## src/rtl/fifo_pkg.sv

```systemverilog
// fifo_pkg: shared types and helpers for the
// read-domain FIFO packer.
package fifo_pkg;

  localparam int DATA_WIDTH = 8;

  typedef enum logic {FILL, DRAIN} rdpk_state_t;

  // Low cnt lanes set; lanes at or above pack stay clear.
  function automatic logic [63:0] keep_mask(
    input int cnt,
    input int pack
  );
    logic [63:0] m;
    m = '0;
    for (int i = 0; i < 64; i++) begin
      if (i < cnt && i < pack) m[i] = 1'b1;
    end
    return m;
  endfunction

endpackage

```

## src/rtl/fifo_rd_packer_if.sv

```systemverilog
// fifo_rd_packer_if: packed-word valid/ready stream
// leaving the read-domain packer.
interface fifo_rd_packer_if #(
  parameter int DATA_WIDTH = fifo_pkg::DATA_WIDTH,
  parameter int PACK       = 4
);

  logic                       m_valid;
  logic                       m_ready;
  logic [DATA_WIDTH*PACK-1:0] m_data;
  logic [PACK-1:0]            m_keep;

  modport master (
    output m_valid,
    output m_data,
    output m_keep,
    input  m_ready
  );

  modport slave (
    input  m_valid,
    input  m_data,
    input  m_keep,
    output m_ready
  );

endinterface

```

## src/rtl/fifo_rd_packer.sv

```systemverilog
// fifo_rd_packer: drains the async FIFO read port and
// packs PACK entries per word onto a valid/ready stream.
module fifo_rd_packer #(
  parameter int DATA_WIDTH = fifo_pkg::DATA_WIDTH,
  parameter int PACK       = 4,
  parameter int CNT_W      = 16
) (
  input  logic                  rclk,
  input  logic                  rrst_n,
  input  logic                  fifo_rempty,
  input  logic [DATA_WIDTH-1:0] fifo_rdata,
  output logic                  fifo_read_enable,
  input  logic                  flush,
  fifo_rd_packer_if.master      m,
  output logic [CNT_W-1:0]      word_count
);

  import fifo_pkg::*;

  localparam int CW = $clog2(PACK + 1);
  localparam int LI = $clog2(PACK);

  localparam logic [CW:0]   PACK_S = (CW+1)'(PACK);
  localparam logic [CW-1:0] FULL_C = CW'(PACK);
  localparam logic [CW-1:0] LAST_C = CW'(PACK - 1);

  rdpk_state_t r_state;
  logic [CW-1:0] r_cnt;
  logic r_pend;
  logic r_flush_req;
  logic r_valid;
  logic [PACK-1:0][DATA_WIDTH-1:0] r_asm;
  logic [PACK-1:0][DATA_WIDTH-1:0] r_data;
  logic [PACK-1:0] r_keep;
  logic [CNT_W-1:0] r_wcnt;

  logic [PACK-1:0][DATA_WIDTH-1:0] w_word;
  logic [PACK-1:0] w_keep;
  logic [CW:0] w_sum;
  logic [LI-1:0] w_lane;
  logic w_free;
  logic w_rd;
  logic w_done;
  logic w_full;
  logic w_idle;
  logic w_emit;
  logic w_drain_end;
  logic w_load;

  assign w_free = !r_valid || m.m_ready;
  assign w_sum  = {1'b0, r_cnt} + {{CW{1'b0}}, r_pend};
  assign w_lane = r_cnt[LI-1:0];

  // A read may be issued one word ahead when the
  // landing byte completes a word into a free slot.
  assign w_rd = rrst_n
             && (r_state == FILL)
             && !fifo_rempty
             && !r_flush_req
             && (w_sum < PACK_S
                 || (w_sum == PACK_S
                     && r_pend && w_free));

  assign w_done = r_pend && (r_cnt == LAST_C)
               && w_free;
  assign w_full = !r_pend && (r_cnt == FULL_C)
               && w_free;
  assign w_idle = (r_state == DRAIN) && !r_pend;
  assign w_emit = w_idle && (r_cnt != '0) && w_free;
  assign w_drain_end = w_idle
                    && ((r_cnt == '0) || w_free);
  assign w_load = w_done || w_full || w_emit;

  // Next output word: assembly plus landing byte,
  // lanes beyond the fill level forced to zero.
  always_comb begin
    w_keep = PACK'(keep_mask(
      w_done ? PACK : int'(r_cnt), PACK));
    w_word = r_asm;
    if (w_done) w_word[PACK-1] = fifo_rdata;
    for (int i = 0; i < PACK; i++) begin
      if (!w_keep[i]) w_word[i] = '0;
    end
  end

  // Flush control: latch request, drain, return.
  always_ff @(posedge rclk or negedge rrst_n) begin
    if (!rrst_n) begin
      r_state     <= FILL;
      r_flush_req <= 1'b0;
    end else begin
      unique case (r_state)
        FILL: begin
          if (flush) r_flush_req <= 1'b1;
          if (r_flush_req) r_state <= DRAIN;
        end
        DRAIN: begin
          if (w_drain_end) begin
            r_flush_req <= 1'b0;
            r_state     <= FILL;
          end
        end
      endcase
    end
  end

  // Landing, lane assembly and output slot.
  always_ff @(posedge rclk or negedge rrst_n) begin
    if (!rrst_n) begin
      r_pend  <= 1'b0;
      r_cnt   <= '0;
      r_asm   <= '0;
      r_data  <= '0;
      r_keep  <= '0;
      r_valid <= 1'b0;
      r_wcnt  <= '0;
    end else begin
      r_pend <= w_rd;
      if (r_pend && !w_done) begin
        r_asm[w_lane] <= fifo_rdata;
      end
      if (w_load) begin
        r_cnt <= '0;
      end else if (r_pend) begin
        r_cnt <= r_cnt + CW'(1);
      end
      if (w_load) begin
        r_data  <= w_word;
        r_keep  <= w_keep;
        r_valid <= 1'b1;
      end else if (m.m_ready) begin
        r_valid <= 1'b0;
      end
      if (r_valid && m.m_ready) begin
        r_wcnt <= r_wcnt + CNT_W'(1);
      end
    end
  end

  assign fifo_read_enable = w_rd;
  assign m.m_valid        = r_valid;
  assign m.m_data         = r_data;
  assign m.m_keep         = r_keep;
  assign word_count       = r_wcnt;

endmodule

```

## src/flat_wrapper.sv

```systemverilog
// flat-port wrapper written by rule: the top's interface ports become plain ports
module fifo_rd_packer_flat import fifo_pkg::*;
#(
  parameter int DATA_WIDTH = fifo_pkg::DATA_WIDTH,
  parameter int PACK       = 4,
  parameter int CNT_W      = 16
)
  (rclk, rrst_n, fifo_rempty, fifo_rdata, fifo_read_enable, flush, word_count, m_m_valid, m_m_data, m_m_keep, m_m_ready);
  fifo_rd_packer_if #(.DATA_WIDTH(DATA_WIDTH), .PACK(PACK)) m_i ();
  input  logic rclk;
  input  logic rrst_n;
  input  logic fifo_rempty;
  input  logic [DATA_WIDTH-1:0] fifo_rdata;
  output logic fifo_read_enable;
  input  logic flush;
  output logic [CNT_W-1:0] word_count;
  output wire logic [$bits(m_i.m_valid)-1:0] m_m_valid;
  output wire logic [$bits(m_i.m_data)-1:0] m_m_data;
  output wire logic [$bits(m_i.m_keep)-1:0] m_m_keep;
  input wire logic [$bits(m_i.m_ready)-1:0] m_m_ready;
  assign m_m_valid = m_i.m_valid;
  assign m_m_data = m_i.m_data;
  assign m_m_keep = m_i.m_keep;
  assign m_i.m_ready = m_m_ready;
  fifo_rd_packer #(.DATA_WIDTH(DATA_WIDTH), .PACK(PACK), .CNT_W(CNT_W)) u_core (.rclk(rclk), .rrst_n(rrst_n), .fifo_rempty(fifo_rempty), .fifo_rdata(fifo_rdata), .fifo_read_enable(fifo_read_enable), .flush(flush), .m(m_i), .word_count(word_count));
endmodule
```

## config.mk

```make
export PLATFORM = sky130hd
export DESIGN_NAME = fifo_rd_packer_flat
export DESIGN_NICKNAME = d
export VERILOG_FILES = /design/src/rtl/fifo_pkg.sv /design/src/rtl/fifo_rd_packer_if.sv /design/src/rtl/fifo_rd_packer.sv /design/src/flat_wrapper.sv
export SDC_FILE = /design/constraint.sdc
export NUM_CORES = 1
export LEC_CHECK = 0
export ABC_AREA = 1
export CELL_PAD_IN_SITES_DETAIL_PLACEMENT = 0
export CELL_PAD_IN_SITES_GLOBAL_PLACEMENT = 1
export CORE_ASPECT_RATIO = 0.5
export CORE_UTILIZATION = 43
export DETAILED_ROUTE_END_ITERATION = 6
export PLACE_DENSITY_LB_ADDON = 0.1
export SYNTH_ARGS = -nofsm -noshare
export SYNTH_HDL_FRONTEND = slang
export SYNTH_SLANG_ARGS = --single-unit
export TNS_END_PERCENT = 30
```

## constraint.sdc

```tcl
create_clock -name rclk -period 3.3 [get_ports rclk]
set_input_delay 0.66 -clock rclk [delete_from_list [all_inputs] [get_ports rclk]]
set_output_delay 0.66 -clock rclk [all_outputs]
set_load 0.02 [all_outputs]
```

Yosys cells after proc, flatten, opt, wreduce, memory -nomap -nowiden
Index checks and enable logic that the tools add are counted.
{ "totals": {"regBits": 91, "latch_bits": 0, "ramBits": 0, "mem_bits_ro": 0, "input_bits": 13, "output_inout_bits": 54, "word_cells": 86, "memories": 0} }
{ "classes": {"addsub": 3, "multipliers": 0, "n_div": 0, "order_cmp": 7, "n_eq_ne": 5, "shift": 0, "n_mux": 23, "n_bitwise": 1, "reduce_logical": 32} }
{ "op_table": {"columns": ["cell", "n"], "rows": [
  ["$lt A3 B32 Y1 const A", 2],
  ["$mux W8", 6],
  ["$bwmux W32", 1],
  ["$lt A1 B32 Y1 const A", 1],
  ["$lt A2 B32 Y1 const A", 1],
  ["$logic_and A1 B1 Y1", 17],
  ["$add A16 B1 Y16 const B", 1],
  ["$demux W8 S2", 1],
  ["$mux W1", 10],
  ["$mux W3", 3],
  ["$logic_not A1 Y1", 5],
  ["$logic_or A1 B1 Y1", 5],
  ["$add A3 B1 Y4", 1],
  ["$eq A4 B3 Y1 const B", 1],
  ["$lt A4 B3 Y1 const B", 1],
  ["$ne A2 B2 Y1 const B", 2],
  ["$pmux W1 S2", 2],
  ["$reduce_bool A2 Y1", 2],
  ["$add A3 B1 Y3 const B", 1],
  ["$eq A3 B2 Y1 const B", 1],
  ["$eq A3 B3 Y1 const B", 1],
  ["$logic_not A3 Y1", 1],
  ["$lt A2 B3 Y1 const B", 1],
  ["$reduce_bool A3 Y1", 1],
  ["other kinds (3)", 3]
]} }

Longest topological paths before layout
{ "depth": {"word_depth": 7, "depth_mapped": 10} }

Least setup slack after synthesis
OpenSTA, ideal clock, no wires.
{ "synth_timing": {"path_kind": "reg2out", "start": "reg u_core.r_pend", "end": "out fifo_read_enable", "arrival_ps": 1743, "t_required_ps": 2640, "path_slack_ps": 897, "path_stages_with_launch": 6, "path_buffers": 0, "cell_sequence": "dfrtp_1 ha_1 ha_1 nor3_1 nand2_1 a211oi_1"} }
{ "synth_via": {"elab_chain_len": 6, "elab_cells_between_ends": 7, "classes_between": "1 x add/sub; 1 x order compare; 1 x eq/ne; 4 x reduce/logical"} }
{ "synth_lines": {"columns": ["element", "line_no", "source"], "rows": [
  ["start, declared", "fifo_rd_packer.sv:29", "logic r_pend;"],
  ["start signal, assigned", "fifo_rd_packer.sv:118", "r_pend <= w_rd;"],
  ["branches (longest 4 deep; another with $add A3 B1 Y4)", null, null],
  ["$logic_or A1 B1 Y1 (*)", "fifo_rd_packer.sv:61", "|| (w_sum == PACK_S"],
  ["$logic_and A1 B1 Y1 (*)", "fifo_rd_packer.sv:60", "&& (w_sum < PACK_S"],
  ["end, declared", "flat_wrapper.sv:14", "output logic fifo_read_enable;"]
]} }
Mark *: on every way between the ends.

Final worst setup path
Same ends and word-level chain as after synthesis.

==> out/metrics.cfg <==
[status]
outcome = complete, but fails checks
violations = design-rule violations

[pwr]
power_density_nw_per_um2 = 700
ir_worst_vdd_v = 0.000323
p_leak_nw = 2.54
total_power_w = 0.00351

[routing]
ant_nets = 0
num_vias = 2967
viasPerCell = 4.75
wl_per_cell_um = 13.9
wirelength_mm = 8.70
drc = 12
first_pass_iters = 6
dr.first_iter.drc_count = 194

[global_route]
track_usage_pct = 19.8
antenna_found_initial = 0
grt_pass1_wl_mm = 14.7
grt_max_degree = 74
overflow = 0
grt_pass1_vias = 2917

[clock_network]
clk_latency_ns = 0.34
postCtsSetupBuffers = 0
ctsResizeCount = 0
path_clk_slew_ns = 0.06
cts_tree = done
htree_levels = 3
ctsHoldBuffers = 0
max-clock-path-buffers = 2
cts_root_buf = clkbuf_16
cts_sinks = 91
cts_inserted_buffers = 9

[finish]
fill_cells = 803
diodes = 0
syn_to_final_growth_pct = 25.9
nets = 524
final_cells = 624
multi_input_area_um2 = 1470
regArea_um2 = 2280
drive_gt1_share_pct = 7.50

[floorplanning]
rows = 24
dieWidth_um = 138
initial_core_util_pct = 45.0
fp.dieH_um = 70.1
coreArea_um2 = 8860
die_area_um2 = 9690
pin_count = 67

[place]
place.gp.congestion = 0.820
dp.cells = 609
place_ws_ns = 0.339
io_buffers = 66
hpwlAfterDp_mm = 5.85

[timing]
finalSetupViolCount = 0
final_hold_viol_count = 0
finalWorstSetupSlack_ns = 0.531
tightest_slew_ns = 0.931
setup_tns_ns = 0
post-route-period-util_pct = 83.9
fin_worst_hold_slack_ns = 0.195
fin_crit_ns = 2.77
clock.fmax_ghz = 0.361
relSlewSlack_pct = 37.9
skew_ns = 0.00648
rsz0062_at_grt = false
drv_slew = 0

[run]
drv_cap = 0

[critical_path]
crit_path_max_fanout = 7
critPathArrivalTime_ns = 2.11
cp.required_ns = 2.64
path_class = register to output port
crit_path_start_kind = register
critPathCaptureType = output port

[synthesis]
synth_top_area_cell = dfrtp_1
async_flop_share_pct = 100
synth-edff-count = 0
syn-cell-area_um2 = 3990
ys.flop_type = dfrtp_1
synthesis.nets = 455
ys_warn_count = 0
synth_most_common_cell = nand2_1
synth_common_cells = nand2_1, dfrtp_1, o21ai_1
synth-seq-cells = 91
yosysSeqAreaShare_pct = 57.1
yosys-top-cells-area = dfrtp_1, nand2_1, o21ai_1
syn_avg_cell_area_um2 = 9.19
synth_top_area_share_pct = 57.1
synth_cell_types = 31
synth_cells = 434

[min_path]
hp-class = input pin to asynchronous set/reset pin

[placed cells by master (no fill, tap or decap), types with 3 or more instances in the layout]
master,Yosys,final
nor2_1,16,16
xnor2_1,4,4
ha_1,8,8
nand2_2,4,4
a21oi_1,4,4
xor2_1,8,8
clkbuf_16,0,9
o21ai_0,9,9
nor3_1,5,5
nand2_1,156,156
o21ai_1,32,32
clkdlybuf4s50_1,0,64
buf_4,2,3
dfrtp_1,91,91
inv_1,31,31
nand2_4,5,5
nand3_1,31,31
clkbuf_1,1,4
[kinds of logic (layout without fill, tap and decap cells)]
family	count (synthesis)	after routing	share of synthesized area (%)
AOI/OAI and AO/OA	49	49	6.77
xor gates and xnor gates	12	12	2.63
adders and majority gates	8	8	2.51
buffers and inverters	47	120	5.99
DFF	91	91	57.1
and+or+nand+nor	227	227	25.0
[stage by stage]
stage / util [%] / cell area, um^2
after floorplan: - / 3990
after global placement: 53.5 / 4740
after detailed placement: 53.5 / 4740
after CTS: 56.7 / 5020
after global routing: 56.7 / 5020
final: 56.7 / 5020
[worst max-delay path, cell delays in order, from the launching register on]
cell,delay (ns)
dfrtp_1,0.47
ha_1,0.26
ha_1,0.27
nor3_1,0.20
nand2_1,0.07
a211oi_1,0.24
dlymetal6s2s_1,0.26
[area by class of cell]
class                           instances  share of cell area (%)
Timing Repair Buffer                   70                    14.3
Sequential cell                        91                    45.3
Inverter                               35                    2.62
Multi-Input combinational cell        296                    29.3
Clock buffer                           13                    4.78
Clock inverter                          2                   0.747
Tap cell                              117                    2.91
[report_power, final]
| group | leakage, nW | internal, W | switching [W] |
|---|---|---|---|
| Clock | 0.130 | 0.000584 | 0.000401 |
| Combinational | 1.20 | 0.000419 | 0.000583 |
| Sequential | 1.21 | 0.00136 | 0.000163 |
| Total | 2.54 | 0.00237 | 0.00115 |
[layer usage]
| layer | track usage [%] | vias up | share of wire, % |
|---|---|---|---|
| met3 | 6.17 | 8 | 6.2 |
| met1 | 28.4 | 1383 | 51 |
| met2 | 29.1 | 65 | 42 |
| met5 | 0 | - | 0 |
| met4 | 4.87 | 0 | 0.94 |
| li1 | - | 1511 | - |
[state kept, by name, indices dropped and copies added (netlist names)]
name and cells:
u_core.r_flush_req 1, u_core.word_count 16, u_core.m.m_valid 1, u_core.m.m_data 32, u_core.r_state 1, u_core.r_pend 1
u_core.r_cnt 3, u_core.m.m_keep 4, u_core.r_asm 32
[path summary, 6_finish.rpt]
| kind | depth (start not counted) | end | slack [ns] | from |
|---|---|---|---|---|
| hold reg to reg | 2 | u_core.m.m_data[28] | 0.47 | u_core.m.m_data[28] |
| setup / recovery | 6 | fifo_read_enable | 0.53 | u_core.r_pend |
| min in group rclk | 2 | u_core.m.m_data[28] | 0.47 | u_core.m.m_data[28] |
| max in group asynchronous | 2 | u_core.m.m_data[29] | 1.89 | rrst_n |
| hold / removal | 1 | u_core.word_count[2] | 0.19 | rrst_n |
| setup reg to reg | 9 | u_core.m.m_data[15] | 1.19 | u_core.r_cnt[0] |
(Power assumes the default switching activity.)
